$ cat src/rtl/legv8_control_unit_ts_if.sv
// Instruction/status in, control word out, between the IR/SR and the LEGv8 control unit.
interface legv8_control_unit_ts_if;
  localparam int unsigned INSTR_W  = 32;
  localparam int unsigned STATUS_W = 5;
  localparam int unsigned CW_W     = 40;

  logic [INSTR_W-1:0]  instruction;
  logic [STATUS_W-1:0] status;
  logic [CW_W-1:0]     ControlWord;

  modport master (output instruction, output status, input ControlWord);
  modport slave  (input instruction, input status, output ControlWord);
endinterface

$ cat src/rtl/legv8_control_unit_ts.sv
// Two-state FETCH/EXECUTE control unit for the LEGv8 multicycle datapath:
// decodes instruction and flags into the 40-bit datapath control word.
module legv8_control_unit_ts (
  input logic                    clock,
  input logic                    reset,
  legv8_control_unit_ts_if.slave bus
);
  typedef enum logic [1:0] {ST_FETCH = 2'b00, ST_EXECUTE = 2'b01} state_e;

  typedef struct packed {
    logic [2:0] rsvd;
    logic [1:0] state;
    logic [1:0] bo;
    logic [1:0] ks;
    logic       il;
    logic [1:0] ps;
    logic       status_load;
    logic       en_pc;
    logic       en_alu;
    logic       en_mem;
    logic       mem_write;
    logic       reg_write;
    logic       bsel;
    logic       c0;
    logic [4:0] fs;
    logic [4:0] sb;
    logic [4:0] sa;
    logic [4:0] da;
  } cw_t;

  localparam logic [4:0] FS_AND   = 5'b00000;
  localparam logic [4:0] FS_ORR   = 5'b00100;
  localparam logic [4:0] FS_ADD   = 5'b01000;
  localparam logic [4:0] FS_SUB   = 5'b01001;
  localparam logic [4:0] FS_EOR   = 5'b01100;
  localparam logic [4:0] FS_LSL   = 5'b10000;
  localparam logic [4:0] FS_LSR   = 5'b10100;
  localparam logic [4:0] FS_PASSB = 5'b11000;
  localparam logic [1:0] PS_NEXT  = 2'b01;
  localparam logic [1:0] PS_OFFS  = 2'b10;
  localparam logic [1:0] PS_REG   = 2'b11;
  localparam logic [1:0] KS_DT    = 2'b01;
  localparam logic [1:0] KS_MOV   = 2'b10;
  localparam logic [1:0] KS_BR    = 2'b11;
  localparam logic [1:0] BO_A19   = 2'b01;

  state_e     state_q, state_d;
  cw_t        cw_c;
  logic [4:0] rd, rn, rm;
  logic       flag_z, flag_n, flag_c, flag_v, alu_zero;
  logic       cond_base, cond_c;
  logic       r_fmt, i_fmt, s_form;
  logic [4:0] alu_fs;
  logic       unused_shamt;

  assign rd           = bus.instruction[4:0];
  assign rn           = bus.instruction[9:5];
  assign rm           = bus.instruction[20:16];
  assign flag_z       = bus.status[0];
  assign flag_n       = bus.status[1];
  assign flag_c       = bus.status[2];
  assign flag_v       = bus.status[3];
  assign alu_zero     = bus.status[4];
  // The shift amount reaches the ALU through the constant generator, not the decoder.
  assign unused_shamt = ^bus.instruction[15:10];

  always_ff @(posedge clock or negedge reset) begin
    if (!reset) state_q <= ST_FETCH;
    else        state_q <= state_d;
  end

  // ARM condition codes: odd codes invert the even base, except 1111 which stays "always".
  always_comb begin
    cond_base = 1'b1;
    case (bus.instruction[3:1])
      3'd0:    cond_base = flag_z;
      3'd1:    cond_base = flag_c;
      3'd2:    cond_base = flag_n;
      3'd3:    cond_base = flag_v;
      3'd4:    cond_base = flag_c & ~flag_z;
      3'd5:    cond_base = (flag_n == flag_v);
      3'd6:    cond_base = ~flag_z & (flag_n == flag_v);
      default: cond_base = 1'b1;
    endcase
    cond_c = (bus.instruction[0] && (bus.instruction[3:1] != 3'b111)) ? ~cond_base : cond_base;
  end

  always_comb begin
    state_d = (state_q == ST_FETCH) ? ST_EXECUTE : ST_FETCH;
    cw_c    = '0;
    r_fmt   = 1'b0;
    i_fmt   = 1'b0;
    s_form  = 1'b0;
    alu_fs  = FS_AND;
    if (!reset) begin
      cw_c = '0;
    end else if (state_q == ST_FETCH) begin
      cw_c.il = 1'b1;
    end else begin
      cw_c.state = ST_EXECUTE;
      cw_c.ps    = PS_NEXT;
      casez (bus.instruction[31:21])
        11'b10001011000: begin r_fmt = 1'b1; alu_fs = FS_ADD; end
        11'b10101011000: begin r_fmt = 1'b1; alu_fs = FS_ADD; s_form = 1'b1; end
        11'b11001011000: begin r_fmt = 1'b1; alu_fs = FS_SUB; end
        11'b11101011000: begin r_fmt = 1'b1; alu_fs = FS_SUB; s_form = 1'b1; end
        11'b10001010000: begin r_fmt = 1'b1; alu_fs = FS_AND; end
        11'b11101010000: begin r_fmt = 1'b1; alu_fs = FS_AND; s_form = 1'b1; end
        11'b10101010000: begin r_fmt = 1'b1; alu_fs = FS_ORR; end
        11'b11001010000: begin r_fmt = 1'b1; alu_fs = FS_EOR; end
        11'b11010011011: begin i_fmt = 1'b1; alu_fs = FS_LSL; end
        11'b11010011010: begin i_fmt = 1'b1; alu_fs = FS_LSR; end
        11'b1001000100?: begin i_fmt = 1'b1; alu_fs = FS_ADD; end
        11'b1011000100?: begin i_fmt = 1'b1; alu_fs = FS_ADD; s_form = 1'b1; end
        11'b1101000100?: begin i_fmt = 1'b1; alu_fs = FS_SUB; end
        11'b1111000100?: begin i_fmt = 1'b1; alu_fs = FS_SUB; s_form = 1'b1; end
        11'b1001001000?: begin i_fmt = 1'b1; alu_fs = FS_AND; end
        11'b1111001000?: begin i_fmt = 1'b1; alu_fs = FS_AND; s_form = 1'b1; end
        11'b1011001000?: begin i_fmt = 1'b1; alu_fs = FS_ORR; end
        11'b1101001000?: begin i_fmt = 1'b1; alu_fs = FS_EOR; end
        11'b11111000010: begin
          cw_c.sa = rn; cw_c.bsel = 1'b1; cw_c.ks = KS_DT; cw_c.fs = FS_ADD;
          cw_c.en_mem = 1'b1; cw_c.reg_write = 1'b1; cw_c.da = rd;
        end
        11'b11111000000: begin
          cw_c.sa = rn; cw_c.sb = rd; cw_c.bsel = 1'b1; cw_c.ks = KS_DT;
          cw_c.fs = FS_ADD; cw_c.mem_write = 1'b1;
        end
        11'b110100101??: begin
          cw_c.fs = FS_PASSB; cw_c.bsel = 1'b1; cw_c.ks = KS_MOV;
          cw_c.da = rd; cw_c.reg_write = 1'b1; cw_c.en_alu = 1'b1;
        end
        11'b11010110000: begin
          cw_c.sa = rn; cw_c.sb = 5'd31; cw_c.fs = FS_ORR;
          cw_c.en_alu = 1'b1; cw_c.ps = PS_REG;
        end
        11'b000101?????: begin cw_c.ps = PS_OFFS; cw_c.ks = KS_BR; end
        11'b100101?????: begin
          cw_c.ps = PS_OFFS; cw_c.ks = KS_BR;
          cw_c.en_pc = 1'b1; cw_c.reg_write = 1'b1; cw_c.da = 5'd30;
        end
        11'b1011010????: begin
          // CBZ (bit 24 = 0) branches on zero, CBNZ (bit 24 = 1) on non-zero.
          cw_c.sb = rd; cw_c.fs = FS_PASSB; cw_c.bo = BO_A19; cw_c.ks = KS_BR;
          if (alu_zero != bus.instruction[24]) cw_c.ps = PS_OFFS;
        end
        11'b01010100???: begin
          if (cond_c) begin cw_c.ps = PS_OFFS; cw_c.bo = BO_A19; cw_c.ks = KS_BR; end
        end
        default: ;
      endcase
      if (r_fmt || i_fmt) begin
        cw_c.da          = rd;
        cw_c.sa          = rn;
        cw_c.fs          = alu_fs;
        cw_c.c0          = alu_fs[0];
        cw_c.reg_write   = 1'b1;
        cw_c.en_alu      = 1'b1;
        cw_c.status_load = s_form;
        if (r_fmt) cw_c.sb   = rm;
        else       cw_c.bsel = 1'b1;
      end
    end
  end

  assign bus.ControlWord = cw_c;
endmodule

$ cat src/flat_wrapper.sv
// flat-port wrapper written by rule: the top's interface ports become plain ports
module legv8_control_unit_ts_flat 
  (clock, reset, bus_instruction, bus_status, bus_ControlWord);
  legv8_control_unit_ts_if bus_i ();
  input logic clock;
  input logic reset;
  input wire logic [$bits(bus_i.instruction)-1:0] bus_instruction;
  input wire logic [$bits(bus_i.status)-1:0] bus_status;
  output wire logic [$bits(bus_i.ControlWord)-1:0] bus_ControlWord;
  assign bus_i.instruction = bus_instruction;
  assign bus_i.status = bus_status;
  assign bus_ControlWord = bus_i.ControlWord;
  legv8_control_unit_ts u_core (.clock(clock), .reset(reset), .bus(bus_i));
endmodule
$ cat config.mk
export PLATFORM = sky130hd
export DESIGN_NAME = legv8_control_unit_ts_flat
export DESIGN_NICKNAME = d
export VERILOG_FILES = /design/src/rtl/legv8_control_unit_ts_if.sv /design/src/rtl/legv8_control_unit_ts.sv /design/src/flat_wrapper.sv
export SDC_FILE = /design/constraint.sdc
export NUM_CORES = 1
export LEC_CHECK = 0
export BUFFER_PORTS_ARGS = -buffer_cell sky130_fd_sc_hd__clkbuf_2
export CORE_UTILIZATION = 40
export CTS_CLUSTER_DIAMETER = 50
export DETAILED_ROUTE_END_ITERATION = 8
export GPL_TIMING_DRIVEN = 0
export PLACE_DENSITY = 0.87
export SYNTH_ARGS = -nofsm -noshare
export SYNTH_HDL_FRONTEND = slang
export SYNTH_SLANG_ARGS = --single-unit
$ cat constraint.sdc
create_clock -name clock -period 2.5 [get_ports clock]
set_clock_uncertainty 0.1 [all_clocks]
set_input_delay 0.5 -clock clock [delete_from_list [all_inputs] [get_ports clock]]
set_output_delay 0.5 -clock clock [all_outputs]
set_load 0.01 [all_outputs]
==> reports/qor.log <==
qor: worst_setup_path.regToRegEndpoint u_core.state_q[0]
qor: yosys.gate_count_of_the_mapped_netlist 163
qor: worst_setup_path.worstSetupEndpoint bus_ControlWord[28]
qor: layout.number_of_flip_flops_in_the_largest_register 1
qor: pwr.share_comb_of_total_power 0.916
qor: global_route.via_count_of_the_first_global_routing_pass 1281
qor: sta.worst-slew-pin-transition 0.528 ns
qor: layout.top_register u_core.state_q
qor: floorplan.starting_density_of_the_core 0.434
qor: global_route.grt_antenna_before_repair 0
qor: yosys.synth_enable_flop_cells 0
qor: routing.first_iteration_detailed_routing_drc_count 65
qor: layout.final.fill_count 176
qor: clock_network.clock_latency 0 ns
qor: pwr.leakage_power 0.000725 uW
qor: pwr.intPower 94.9 uW
qor: run_status.failing_checks setup timing
qor: global_route.all_layer_global_routing_usage 0.272
qor: clock_network.cts-hold-fix-buffers 0
qor: worst_setup_path.worst_r2r_path_depth 1
qor: routing.drc_errors 0
qor: layout.final_nets 274
qor: floorplan.dieArea 2670 sq um
qor: sta.timing.final.ws_setup -0.115 ns
qor: pwr.share_seq_of_total_power 0.084
qor: routing.vias 1545
qor: worst_setup_path.critical_path_arrival 2.01 ns
qor: worst_setup_path.crit_fanout 3
qor: sta.number_of_failing_setup_endpoints_in_the_final_timing_report 15
qor: floorplan.die_y 51.7 microns
qor: worst_setup_path.reg2reg_slack 1.88 ns
qor: sta.fmax 382 MHz
qor: run_status.outcome complete, but fails checks
qor: routing.route.detailed.wl_per_inst 14.9 microns
qor: yosys.synthesis.area_per_instance 6.06 sq um
qor: placed_design.dpl.hpwl 2500 microns
qor: placed_design.io_buffer_count 61
qor: sta.rsz0062_at_grt true
qor: pwr.vdd.ir_drop.worst 0.0986 mV
qor: routing.routed_via_density 5.92
qor: worst_setup_path.setup.worst_path.end_class output pin
qor: floorplan.pin_count 79
qor: routing.drt_pass1_iterations 4
qor: layout.final_layout_size_suffix_gt1_frac 0.485
qor: job.max_cap_violations 0
qor: hold_path.hold_path_class primary input to asynchronous set/reset pin
qor: worst_setup_path.crit_required 1.90 ns
qor: floorplan.row_count 17
qor: sta.timing.final.crit_share 1.05
qor: layout.largest_registers u_core.state_q: 1 flops
qor: sta.worst_hold_slack 0.193 ns
qor: layout.area_growth 64.0%
qor: yosys.number_of_storage_elements_in_the_synthesis_netlist 1
qor: layout.finish.cell_count_without_fillers 261
qor: yosys.synth_area 987 sq um
qor: worst_setup_path.timing.rr.start u_core.state_q[0]
qor: pwr.finalPower 196 uW
qor: pwr.sw_frac_of_total 0.516
qor: sta.finalHoldViolCount 0
qor: yosys.ys_seq_area_frac 0.0253
qor: pwr.power-per-cell-area 121 nW/um^2
qor: sta.timing.max_slew.rel_slack 0.648
qor: yosys.synth-warning-count 0
qor: worst_setup_path.critPathLaunchType primary input
qor: routing.finalWirelength 3900 microns
qor: global_route.grt_start_max_net_pins 11
qor: pwr.clock_power_share 0
qor: global_route.grt_pass1_wl 5650 microns
qor: placed_design.global_placement_routability_congestion 0.882
qor: global_route.grt.overflow.total 0
qor: worst_setup_path.critical_path_class primary input to output pin
qor: routing.detail-route-antenna-nets 0
qor: sta.finalWorstPathRequiredPeriod 2.61 ns
qor: placed_design.dp.cells 257
qor: floorplan.placeableCoreArea 2280 sq um
qor: yosys.asyncSetResetFlopFracSynth 1.00
qor: clock_network.clkTransAtPathRegs 0 ns
qor: worst_setup_path.startpoint bus_instruction[31]
qor: yosys.synth-main-ff-cell sky130_fd_sc_hd__dfrtp_1
qor: pwr.net_switching_power_of_the_design 101 uW
qor: layout.diodes 0
qor: yosys.ys_types 49
qor: sta.final_max_slew_viols 0
qor: floorplan.fp.dieW 51.7 microns
-- synth_stat cells, types with 2 or more instances --
cell type	number	area, sq um
sky130_fd_sc_hd__a21oi_1	14	70.1
sky130_fd_sc_hd__nand4b_1	2	17.5
sky130_fd_sc_hd__nor3_1	6	30.0
sky130_fd_sc_hd__nor3b_1	2	15.0
sky130_fd_sc_hd__nand3b_1	3	22.5
sky130_fd_sc_hd__a211oi_1	2	15.0
sky130_fd_sc_hd__buf_4	7	52.6
sky130_fd_sc_hd__nand3_1	6	30.0
sky130_fd_sc_hd__clkbuf_1	4	15.0
sky130_fd_sc_hd__xnor2_1	2	17.5
sky130_fd_sc_hd__nand2_1	27	101
sky130_fd_sc_hd__a31oi_1	9	56.3
sky130_fd_sc_hd__or2_2	3	18.8
sky130_fd_sc_hd__xor2_1	5	43.8
sky130_fd_sc_hd__o21ai_1	6	30.0
sky130_fd_sc_hd__inv_1	5	18.8
sky130_fd_sc_hd__a211oi_2	2	25.0
sky130_fd_sc_hd__buf_2	3	15.0
sky130_fd_sc_hd__o21ai_2	2	17.5
sky130_fd_sc_hd__nor2_1	16	60.1
sky130_fd_sc_hd__or3_1	2	12.5
sky130_fd_sc_hd__nand2b_1	3	18.8
sky130_fd_sc_hd__nor2b_1	6	37.5
-- power groups by stage --
stage,Combinational [uW],Sequential [uW],Clock (uW)
final,180,16.5,0
after CTS,156,16.5,0
after detailed placement,135,16.5,0
after global placement,132,16.5,0
after global routing,194,16.5,0
after floorplan,85.4,16.5,0
-- layout by cell type (no fill, tap or decap), drive strengths merged, types with 2 or more instances in the layout --
master	instances
clkbuf	52
buf	29
nand2	27
nor2	17
a21oi	14
a31oi	9
o21ai	9
nand3	6
conb	6
nor2b	6
nor3	6
inv	5
xor2	5
a211oi	4
nand3b	3
nand2b	3
or2	3
or3	3
nand4b	2
nor3b	2
nand4	2
nor4	2
xnor2	2
-- metrics by stage --
step | TNS, ns | worst slack [ns] | cell area [sq um] | util
after floorplan | 0 | 0.113 | 1010 | -
after global placement | -1.94 | -0.127 | 1350 | 0.592
after detailed placement | -2.19 | -0.157 | 1350 | 0.592
after CTS | -0.208 | -0.0449 | 1510 | 0.664
after global routing | -1.66 | -0.184 | 1620 | 0.711
final | -0.470 | -0.115 | 1620 | 0.711
-- how the worst min path moves through the flow --
stage / end / cells after the start
final: u_core.state_q[0] / 1
after global routing: u_core.state_q[0] / 1
after CTS: u_core.state_q[0] / 1
after detailed placement: u_core.state_q[0] / 1
after global placement: u_core.state_q[0] / 1
after floorplan: u_core.state_q[0] / 0
-- what timing repair did --
item,4_1_cts,5_1_grt
buffers inserted,4,1
pin swaps,14,15
cloned,0,0
gates resized for setup,25,40
endpoints found under the setup margin,24,28
hold endpoints to repair,0,0
-- routing by layer --
metal / vias up / wire, microns / track usage
met5: - / 0 / 0
met4: 0 / 106 / 0.0901
met3: 12 / 343 / 0.0146
met2: 105 / 1900 / 0.448
met1: 711 / 1550 / 0.373
li1: 717 / - / -
-- cell type report --
cell class,instances,area (sq um),area share
Buffer,15,101,0.0626
Inverter,5,18.8,0.0116
Multi-Input combinational cell,146,1040,0.645
Sequential cell,1,25.0,0.0155
Tap cell,28,35.0,0.0216
Timing Repair Buffer,66,395,0.244
-- critical path, stage by stage --
cell,delay [ns]
sky130_fd_sc_hd__buf_8,0.10
sky130_fd_sc_hd__buf_6,0.11
sky130_fd_sc_hd__or4b_4,0.57
sky130_fd_sc_hd__nor2_4,0.13
sky130_fd_sc_hd__o21ai_1,0.09
sky130_fd_sc_hd__a31o_1,0.21
sky130_fd_sc_hd__a21oi_1,0.15
sky130_fd_sc_hd__buf_2,0.16
-- kinds of logic after synthesis --
| logic type | Yosys count | synth area share |
|---|---|---|
| and+or+nand+nor | 88 | 0.484 |
| AOI/OAI and AO/OA | 44 | 0.290 |
| buffers and inverters | 21 | 0.112 |
| xor gates and xnor gates | 7 | 0.0621 |
| muxes | 1 | 0.0228 |
| DFF | 1 | 0.0253 |
| other | 1 | 0.00380 |
Power figures use the tool's default switching activity.
